[src/rtl/mem_access_stage_if.sv]
// Bundles the EX/MEM inputs, data-memory bus and MEM/WB outputs of the memory-access stage.
// Latency: none, this is only wiring.
// Backpressure: stall_out travels back to the front of the pipe through this bundle.
interface mem_access_stage_if;

   // EX/MEM register outputs feeding the stage
   logic [31:0] alu_result_in;
   logic [31:0] store_data_in;
   logic [31:0] pc_after_add_in;
   logic [4:0]  write_address_in;
   logic [2:0]  we_in;
   logic [1:0]  m_in;

   // Data-memory bus
   logic        dmem_req;
   logic        dmem_wr;
   logic [31:0] dmem_addr;
   logic [31:0] dmem_wdata;
   logic [31:0] dmem_rdata;
   logic        dmem_ack;

   // Pipeline control back to the front end
   logic        stall_out;

   // MEM/WB register fields
   logic [31:0] alu_result_out;
   logic [31:0] mem_data_out;
   logic [31:0] pc_after_add_out;
   logic [4:0]  write_address_out;
   logic [2:0]  we_out;
   logic        mem_err;

   // The stage itself: drives the memory bus and the MEM/WB fields
   modport master (
      input  alu_result_in, store_data_in, pc_after_add_in, write_address_in,
      input  we_in, m_in, dmem_rdata, dmem_ack,
      output dmem_req, dmem_wr, dmem_addr, dmem_wdata, stall_out,
      output alu_result_out, mem_data_out, pc_after_add_out, write_address_out,
      output we_out, mem_err
   );

   // The surroundings: EX/MEM, data memory and write-back
   modport slave (
      output alu_result_in, store_data_in, pc_after_add_in, write_address_in,
      output we_in, m_in, dmem_rdata, dmem_ack,
      input  dmem_req, dmem_wr, dmem_addr, dmem_wdata, stall_out,
      input  alu_result_out, mem_data_out, pc_after_add_out, write_address_out,
      input  we_out, mem_err
   );

endinterface

[src/rtl/mem_access_stage.sv]
// MIPS memory-access stage: drives the data bus from EX/MEM and owns the MEM/WB register.
// Latency: 1 cycle for non-memory or zero-wait accesses, N+1 cycles for an access acked after N waits.
// Backpressure: stall_out holds the front of the pipe while a request waits for dmem_ack (bounded by MAX_WAIT).
module mem_access_stage #(
   parameter int MAX_WAIT = 15
) (
   input  logic               clk,
   input  logic               rst,
   mem_access_stage_if.master bus
);

   typedef enum logic {
      ST_IDLE = 1'b0,
      ST_WAIT = 1'b1
   } state_t;

   localparam logic [7:0] LP_MAX_WAIT = 8'(MAX_WAIT);

   state_t      r_state;
   state_t      w_state_nxt;
   logic [7:0]  r_cnt;
   logic        r_mem_err;

   logic [31:0] r_alu_result;
   logic [31:0] r_mem_data;
   logic [31:0] r_pc_after_add;
   logic [4:0]  r_write_address;
   logic [2:0]  r_we;

   logic        w_access;
   logic        w_illegal;
   logic        w_is_read;
   logic        w_timeout;
   logic        w_req;
   logic        w_done;
   logic [31:0] w_mem_data_nxt;
   logic [2:0]  w_we_nxt;

   // Decode of the memory control field; 11 is an illegal encoding and never touches the bus
   assign w_access  = (bus.m_in == 2'b01) || (bus.m_in == 2'b10);
   assign w_illegal = (bus.m_in == 2'b11);
   assign w_is_read = (bus.m_in == 2'b10);

   // The wait budget is spent only when no ack shows up on the last allowed cycle; a late ack still wins
   assign w_timeout = (r_state == ST_WAIT) && !bus.dmem_ack && (r_cnt == LP_MAX_WAIT);

   // State register
   always_ff @(posedge clk or posedge rst) begin
      if (rst) begin
         r_state <= ST_IDLE;
      end else begin
         r_state <= w_state_nxt;
      end
   end

   // Next state: enter WAIT on an unacked request, leave on ack or timeout
   always_comb begin
      w_state_nxt = r_state;
      case (r_state)
         ST_IDLE: begin
            if (w_access && !bus.dmem_ack) begin
               w_state_nxt = ST_WAIT;
            end
         end
         ST_WAIT: begin
            if (bus.dmem_ack || w_timeout) begin
               w_state_nxt = ST_IDLE;
            end
         end
         default: w_state_nxt = ST_IDLE;
      endcase
   end

   // Outputs: bus request and whether MEM/WB takes the instruction this cycle or a bubble
   always_comb begin
      w_req  = 1'b0;
      w_done = 1'b0;
      case (r_state)
         ST_IDLE: begin
            w_req  = w_access;
            w_done = !w_access || bus.dmem_ack;
         end
         ST_WAIT: begin
            w_req  = 1'b1;
            w_done = bus.dmem_ack || w_timeout;
         end
         default: begin
            w_req  = 1'b0;
            w_done = 1'b0;
         end
      endcase
      // Reset kills any outstanding request at once, not at the next edge
      if (rst) begin
         w_req = 1'b0;
      end
   end

   // Read data is captured only on an acked read; stores, non-accesses and timeouts write back zero
   assign w_mem_data_nxt = (w_access && w_is_read && bus.dmem_ack) ? bus.dmem_rdata : 32'd0;

   // Failed instructions (illegal control or timeout) still flow through, but never write the register file
   assign w_we_nxt = {bus.we_in[2] & ~w_illegal & ~w_timeout, bus.we_in[1:0]};

   assign bus.dmem_req   = w_req;
   assign bus.dmem_wr    = bus.m_in[0];
   assign bus.dmem_addr  = bus.alu_result_in;
   assign bus.dmem_wdata = bus.store_data_in;
   assign bus.stall_out  = w_req & ~bus.dmem_ack & ~w_timeout;

   // Wait counter: 1 on the first wait cycle, cleared whenever the access finishes
   always_ff @(posedge clk or posedge rst) begin
      if (rst) begin
         r_cnt <= 8'd0;
      end else if (r_state == ST_IDLE) begin
         r_cnt <= (w_access && !bus.dmem_ack) ? 8'd1 : 8'd0;
      end else if (bus.dmem_ack || w_timeout) begin
         r_cnt <= 8'd0;
      end else begin
         r_cnt <= r_cnt + 8'd1;
      end
   end

   // Sticky bus-error flag, cleared only by reset
   always_ff @(posedge clk or posedge rst) begin
      if (rst) begin
         r_mem_err <= 1'b0;
      end else if ((w_illegal && (r_state == ST_IDLE)) || w_timeout) begin
         r_mem_err <= 1'b1;
      end
   end

   // MEM/WB register: load the instruction when it completes, otherwise insert a bubble (only we is cleared)
   always_ff @(posedge clk or posedge rst) begin
      if (rst) begin
         r_alu_result    <= 32'd0;
         r_mem_data      <= 32'd0;
         r_pc_after_add  <= 32'd0;
         r_write_address <= 5'd0;
         r_we            <= 3'd0;
      end else if (w_done) begin
         r_alu_result    <= bus.alu_result_in;
         r_mem_data      <= w_mem_data_nxt;
         r_pc_after_add  <= bus.pc_after_add_in;
         r_write_address <= bus.write_address_in;
         r_we            <= w_we_nxt;
      end else begin
         r_we            <= 3'd0;
      end
   end

   assign bus.alu_result_out    = r_alu_result;
   assign bus.mem_data_out      = r_mem_data;
   assign bus.pc_after_add_out  = r_pc_after_add;
   assign bus.write_address_out = r_write_address;
   assign bus.we_out            = r_we;
   assign bus.mem_err           = r_mem_err;

endmodule

[src/flat_wrapper.sv]
// flat-port wrapper written by rule: the top's interface ports become plain ports
module mem_access_stage_flat 
#(
   parameter int MAX_WAIT = 15
)
  (clk, rst, bus_alu_result_in, bus_store_data_in, bus_pc_after_add_in, bus_write_address_in, bus_we_in, bus_m_in, bus_dmem_rdata, bus_dmem_ack, bus_dmem_req, bus_dmem_wr, bus_dmem_addr, bus_dmem_wdata, bus_stall_out, bus_alu_result_out, bus_mem_data_out, bus_pc_after_add_out, bus_write_address_out, bus_we_out, bus_mem_err);
  mem_access_stage_if bus_i ();
  input  logic clk;
  input  logic rst;
  input wire logic [$bits(bus_i.alu_result_in)-1:0] bus_alu_result_in;
  input wire logic [$bits(bus_i.store_data_in)-1:0] bus_store_data_in;
  input wire logic [$bits(bus_i.pc_after_add_in)-1:0] bus_pc_after_add_in;
  input wire logic [$bits(bus_i.write_address_in)-1:0] bus_write_address_in;
  input wire logic [$bits(bus_i.we_in)-1:0] bus_we_in;
  input wire logic [$bits(bus_i.m_in)-1:0] bus_m_in;
  input wire logic [$bits(bus_i.dmem_rdata)-1:0] bus_dmem_rdata;
  input wire logic [$bits(bus_i.dmem_ack)-1:0] bus_dmem_ack;
  output wire logic [$bits(bus_i.dmem_req)-1:0] bus_dmem_req;
  output wire logic [$bits(bus_i.dmem_wr)-1:0] bus_dmem_wr;
  output wire logic [$bits(bus_i.dmem_addr)-1:0] bus_dmem_addr;
  output wire logic [$bits(bus_i.dmem_wdata)-1:0] bus_dmem_wdata;
  output wire logic [$bits(bus_i.stall_out)-1:0] bus_stall_out;
  output wire logic [$bits(bus_i.alu_result_out)-1:0] bus_alu_result_out;
  output wire logic [$bits(bus_i.mem_data_out)-1:0] bus_mem_data_out;
  output wire logic [$bits(bus_i.pc_after_add_out)-1:0] bus_pc_after_add_out;
  output wire logic [$bits(bus_i.write_address_out)-1:0] bus_write_address_out;
  output wire logic [$bits(bus_i.we_out)-1:0] bus_we_out;
  output wire logic [$bits(bus_i.mem_err)-1:0] bus_mem_err;
  assign bus_i.alu_result_in = bus_alu_result_in;
  assign bus_i.store_data_in = bus_store_data_in;
  assign bus_i.pc_after_add_in = bus_pc_after_add_in;
  assign bus_i.write_address_in = bus_write_address_in;
  assign bus_i.we_in = bus_we_in;
  assign bus_i.m_in = bus_m_in;
  assign bus_i.dmem_rdata = bus_dmem_rdata;
  assign bus_i.dmem_ack = bus_dmem_ack;
  assign bus_dmem_req = bus_i.dmem_req;
  assign bus_dmem_wr = bus_i.dmem_wr;
  assign bus_dmem_addr = bus_i.dmem_addr;
  assign bus_dmem_wdata = bus_i.dmem_wdata;
  assign bus_stall_out = bus_i.stall_out;
  assign bus_alu_result_out = bus_i.alu_result_out;
  assign bus_mem_data_out = bus_i.mem_data_out;
  assign bus_pc_after_add_out = bus_i.pc_after_add_out;
  assign bus_write_address_out = bus_i.write_address_out;
  assign bus_we_out = bus_i.we_out;
  assign bus_mem_err = bus_i.mem_err;
  mem_access_stage #(.MAX_WAIT(MAX_WAIT)) u_core (.clk(clk), .rst(rst), .bus(bus_i));
endmodule
[config.mk]
export PLATFORM = sky130hd
export DESIGN_NAME = mem_access_stage_flat
export DESIGN_NICKNAME = d
export VERILOG_FILES = /design/src/rtl/mem_access_stage_if.sv /design/src/rtl/mem_access_stage.sv /design/src/flat_wrapper.sv
export SDC_FILE = /design/constraint.sdc
export NUM_CORES = 1
export LEC_CHECK = 0
export BUFFER_PORTS_ARGS = -buffer_cell sky130_fd_sc_hd__buf_4
export CORE_AREA = 5 5 117 119
export DETAILED_ROUTE_END_ITERATION = 8
export DIE_AREA = 0 0 122 124
export PLACE_DENSITY = 0.75
export SYNTH_ARGS = -nofsm -noshare
export SYNTH_HDL_FRONTEND = slang
export SYNTH_SLANG_ARGS = --single-unit
export TNS_END_PERCENT = 10
[constraint.sdc]
create_clock -name clk -period 4.1 [get_ports clk]
set_clock_uncertainty 0.1 [all_clocks]
set_input_delay 0.205 -clock clk [delete_from_list [all_inputs] [get_ports clk]]
set_output_delay 0.205 -clock clk [all_outputs]
set_load 0.02 [all_outputs]
# After elaboration in Yosys (flattened, before gate mapping)
# Cells that the tools add are included.
[op_classes]
n_lt_le_gt_ge = 0
mul = 0
n_addsub = 1
shifts = 0
n_eq_ne = 4
n_bitwise = 8
div = 0
reduce_logical = 12
mux = 11
[ops]
columns = ["op", "n"]
rows = [
  ["$mux W32", 1],
  ["$mux W8", 2],
  ["$add A8 B1 Y8 const B", 1],
  ["$eq A8 B4 Y1 const B", 1],
  ["$logic_and A1 B1 Y1", 6],
  ["$pmux W1 S2", 3],
  ["$and A1 B1 Y1", 4],
  ["$eq A2 B2 Y1 const B", 2],
  ["$logic_or A1 B1 Y1", 4],
  ["$mux W1", 4],
  ["$not A1 Y1", 4],
  ["$mux W3", 1],
  ["$eq A2 B1 Y1 const B", 1],
  ["$logic_not A1 Y1", 2],
]
[totals]
output_inout_bits = 172
ram_bits = 0
latchBits = 0
inputBits = 141
reg_bits = 114
romBits = 0
word_cells = 44
memories = 0

# Logic depth before layout (Yosys ltp)
[depth]
ltp_word = 6
mapped_depth = 7
mapped_depth_nobuf = 5

# Worst setup path before layout
# Ideal clock, no wire load.
[synth_path]
path_type = "input -> output"
startpoint = "input rst"
endpoint = "output bus_stall_out"
slack_ns = 0.753
arrival_ns = 3.042
stages = 2
n_path_buf = 0
path_cell_list = "inv_1 and2_1"
[synth_via]
elab_chain_len = 3
[synth_rtl]
columns = ["item", "line", "rtl"]
rows = [
  ["from (decl)", "flat_wrapper.sv:9", "input logic rst;"],
  ["$mux W1", "mem_access_stage.sv:93", "if (rst) begin"],
  ["$and A1 B1 Y1 (2 in series)", "mem_access_stage.sv:108", "assign bus.stall_out = w_req & ~bus.dmem_ack & ~w_timeout;"],
  ["to (decl)", "flat_wrapper.sv:22", "output wire logic [$bits(bus_i.stall_out)-1:0] bus_stall_out;"],
]
# Every way passes these cells.

# Worst setup path in the final report
[layout_path]
startpoint = "register u_core.r_cnt[0]"
endpoint = "output bus_stall_out"
[layout_via]
elab_chain_len = 4
[layout_rtl]
columns = ["item", "line", "rtl"]
rows = [
  ["from (decl)", "mem_access_stage.sv:21", "logic [7:0] r_cnt;"],
  ["from (signal assigned)", "mem_access_stage.sv:115", "r_cnt <= (w_access && !bus.dmem_ack) ? 8'd1 : 8'd0;"],
  ["from (signal assigned)", "mem_access_stage.sv:119", "r_cnt <= r_cnt + 8'd1;"],
  ["$eq A8 B4 Y1", "mem_access_stage.sv:45", "assign w_timeout = (r_state == ST_WAIT) && !bus.dmem_ack && (r_cnt == LP_MAX_WAIT);"],
  ["$logic_and A1 B1 Y1", "mem_access_stage.sv:45", ""],
  ["$not A1 Y1", "mem_access_stage.sv:108", ""],
  ["$and A1 B1 Y1", "mem_access_stage.sv:108", ""],
]
# Every way passes these cells.

==> metrics <==
cell chain of the critical path=ha_1 > and3_1 > a311oi_4 > buf_4 > and2_1 > buf_4; most frequent CP cell=buf_4; Worst setup SP type=register; Final Setup Violations=0; Buf+Inv Stages, Crit Path=2; setup TNS=0 ps; Avg Cell Area, Syn=14.1 um2; largest net degree at the start of global routing=61; Root Buffer=clkbuf_16; ANT cells=0; DP HPWL=9.16 mm; Port Buf Inserts=248; Clock Latency Late Sink=390 ps; Final min period=3010 ps; Post-Syn Area=4850 um2; met3 wire len=1.27 mm; most frequent cells in the layout=buf_4, dfrtp_1, dlygate4sd3_1; I/O pin count=313; top routing layer used=met4; Num CTS Buffers=17; Worst-path clk slew=50 ps; Final Total Pwr=3.42 mW; Critical Path AT=2710 ps; placed cell count=689; fin area=8030 um2; Worst path max stage delay=620 ps; final wirelength=13.7 mm; library cells used by synthesis=32; H-tree depth=4; CTS tree=yes; leak pwr=3.88 nW; number of max-cap violations=0; final slew viol count=0; Post-DP Area=6400 um2; CP Class=register to output port; vias in the first global route=4250; post-CTS setup buffer count=0; sequential area share after synthesis=0.589; Initial DRT Pass Iterations=4; vias per cell=4.60; peak supply drop=230 uV; Fin. Hold Viols=0; Post-Layout Cell Count=826; # DRC=0; HP Class=primary input to register; Gate Count Post-Synth=344; core box area=12500 um2; hold bufs inserted after CTS=105; slowest CP cell=buf_4; worst rel slew slack=0.508; FMAX=332 MHz; Post-CTS Resized=0; Cell Rows=41; Die Area=15100 um2; 1st-iter DRT viols=148; Top delay family on crit path=buffers and inverters; Met2 Routed Length=7.03 mm; CP required=3800 ps; Mapped Nets=488; gpl congestion=0.816; peak fanout along the critical path=60; first-pass GRT wire length=21.0 mm; share of cells above drive strength 1=0.538; crit end category=output port; P per Cell Area=426 nW/um2; clock sink count=114; die width=122 um; final antenna-violating net count=0; Final nets=785; GRT overflow=0; Tightest Pin Transition=738 ps; fin crit share=0.735; met1 WL=5.14 mm; most common cell after layout, fill and taps aside=buf_4; wire per inst=16.6 um; Ys Warns=0; die height=124 um; post-synthesis sequential element count=114; Initial Util=0.389; initial antenna violation count=0; area grow syn2layout=65.8%; RSZ-0062 raised after global routing=false; GRT Total Usage=0.178; Clock Path Buffers=2; DR vias=3803; status=finished, final reports clean
## flip-flops by register name, indices dropped and copies added (netlist names)
name	count
u_core.r_cnt	8
u_core.bus.we_out	3
u_core.bus.pc_after_add_out	32
u_core.r_state	1
u_core.bus.write_address_out	5
u_core.bus.mem_data_out	32
u_core.bus.alu_result_out	32
u_core.bus.mem_err	1
## cells by family after synthesis
logic type | count (synthesis) | synth area share
buffers and inverters | 85 | 0.122
adders and majority gates | 3 | 0.00775
muxes | 69 | 0.168
xor gates and xnor gates | 1 | 0.00181
DFF | 114 | 0.589
AOI/OAI and AO/OA | 46 | 0.0780
and+or+nand+nor | 26 | 0.0336
## metrics by stage
stage	utilization	setup slack [ps]	hold slack (ps)
floorplan	-	753	237
global placement	0.514	1570	134
detailed placement	0.514	1530	143
CTS	0.644	1070	3.17
global route	0.644	937	16.1
finish	0.644	1090	25.0
## routing by layer
layer  GRT usage  vias up
met2       0.317      193
met4      0.0721        0
met5           0        -
li1            -     1746
met3      0.0609       29
met1       0.194     1835
## report_power, final
| part | total (mW) | switching, mW | internal [mW] |
|---|---|---|---|
| logic | 0.715 | 0.337 | 0.377 |
| registers | 1.28 | 0.0573 | 1.23 |
| clock network | 1.43 | 0.489 | 0.936 |
## worst reg2reg max path, cell delays in order, from the launching register on
cell	delay, ps
dfrtp_1	410
ha_1	270
and3_1	270
a311oi_4	330
buf_4	620
mux2_2	470
## final cells by class
class	instances	area [um2]
sequential	114	2850
timing repair buffer	358	2950
tap	172	215
multi-input combinational	145	1410
clock inverter	10	108
fill	897	4430
inverter	5	21.3
clock buffer	22	474
## final timing paths
kind / start / endpoint / slack (ps) / cells after the start
worst max-delay path: u_core.r_cnt[0]$_DFF_PP0_ / bus_stall_out / 1090 / 6
worst min-delay path: bus_dmem_ack / u_core.r_cnt[0]$_DFF_PP0_ / 30 / 2
worst max register to register: u_core.r_cnt[0]$_DFF_PP0_ / u_core.bus.write_address_out[1]$_DFFE_PP0P_ / 1510 / 5
worst min register to register: u_core.bus.alu_result_out[17]$_DFFE_PP0P_ / u_core.bus.alu_result_out[17]$_DFFE_PP0P_ / 390 / 1
max in group asynchronous: rst / u_core.bus.write_address_out[2]$_DFFE_PP0P_ / 2700 / 4
min in group asynchronous: rst / u_core.bus.mem_err$_DFFE_PP0P_ / 280 / 3
## synthesized netlist by cell type
cell      count  area [um2]
o21ba_2       1        10.0
nand4_1       2        12.5
nor3b_1       1        7.51
nand3_1       2        10.0
a311oi_2      1        15.0
a31oi_1       1        6.26
ha_1          3        37.5
mux2_4       10         150
nor2_1        4        15.0
nor4_4        1        21.3
dfrtp_1     114        2850
a221o_1       1        10.0
a221oi_1      1        8.76
buf_4        66         495
xnor2_1       1        8.76
a211oi_1      1        7.51
buf_2         8        40.0
mux2_2       55         619
mux2_1        4        45.0
nand2_1       3        11.3
nor2b_1       3        18.8
a22o_1       32         280
clkbuf_1      4        15.0
a21oi_1       4        20.0
and3_1        1        6.26
and4b_1       1        10.0
and2_1        2        12.5
or3_1         4        25.0
o21ai_0       4        20.0
inv_1         5        18.8
nand2b_1      2        12.5
buf_6         2        22.5
No activity file was read; power rests on OpenSTA's default activity.
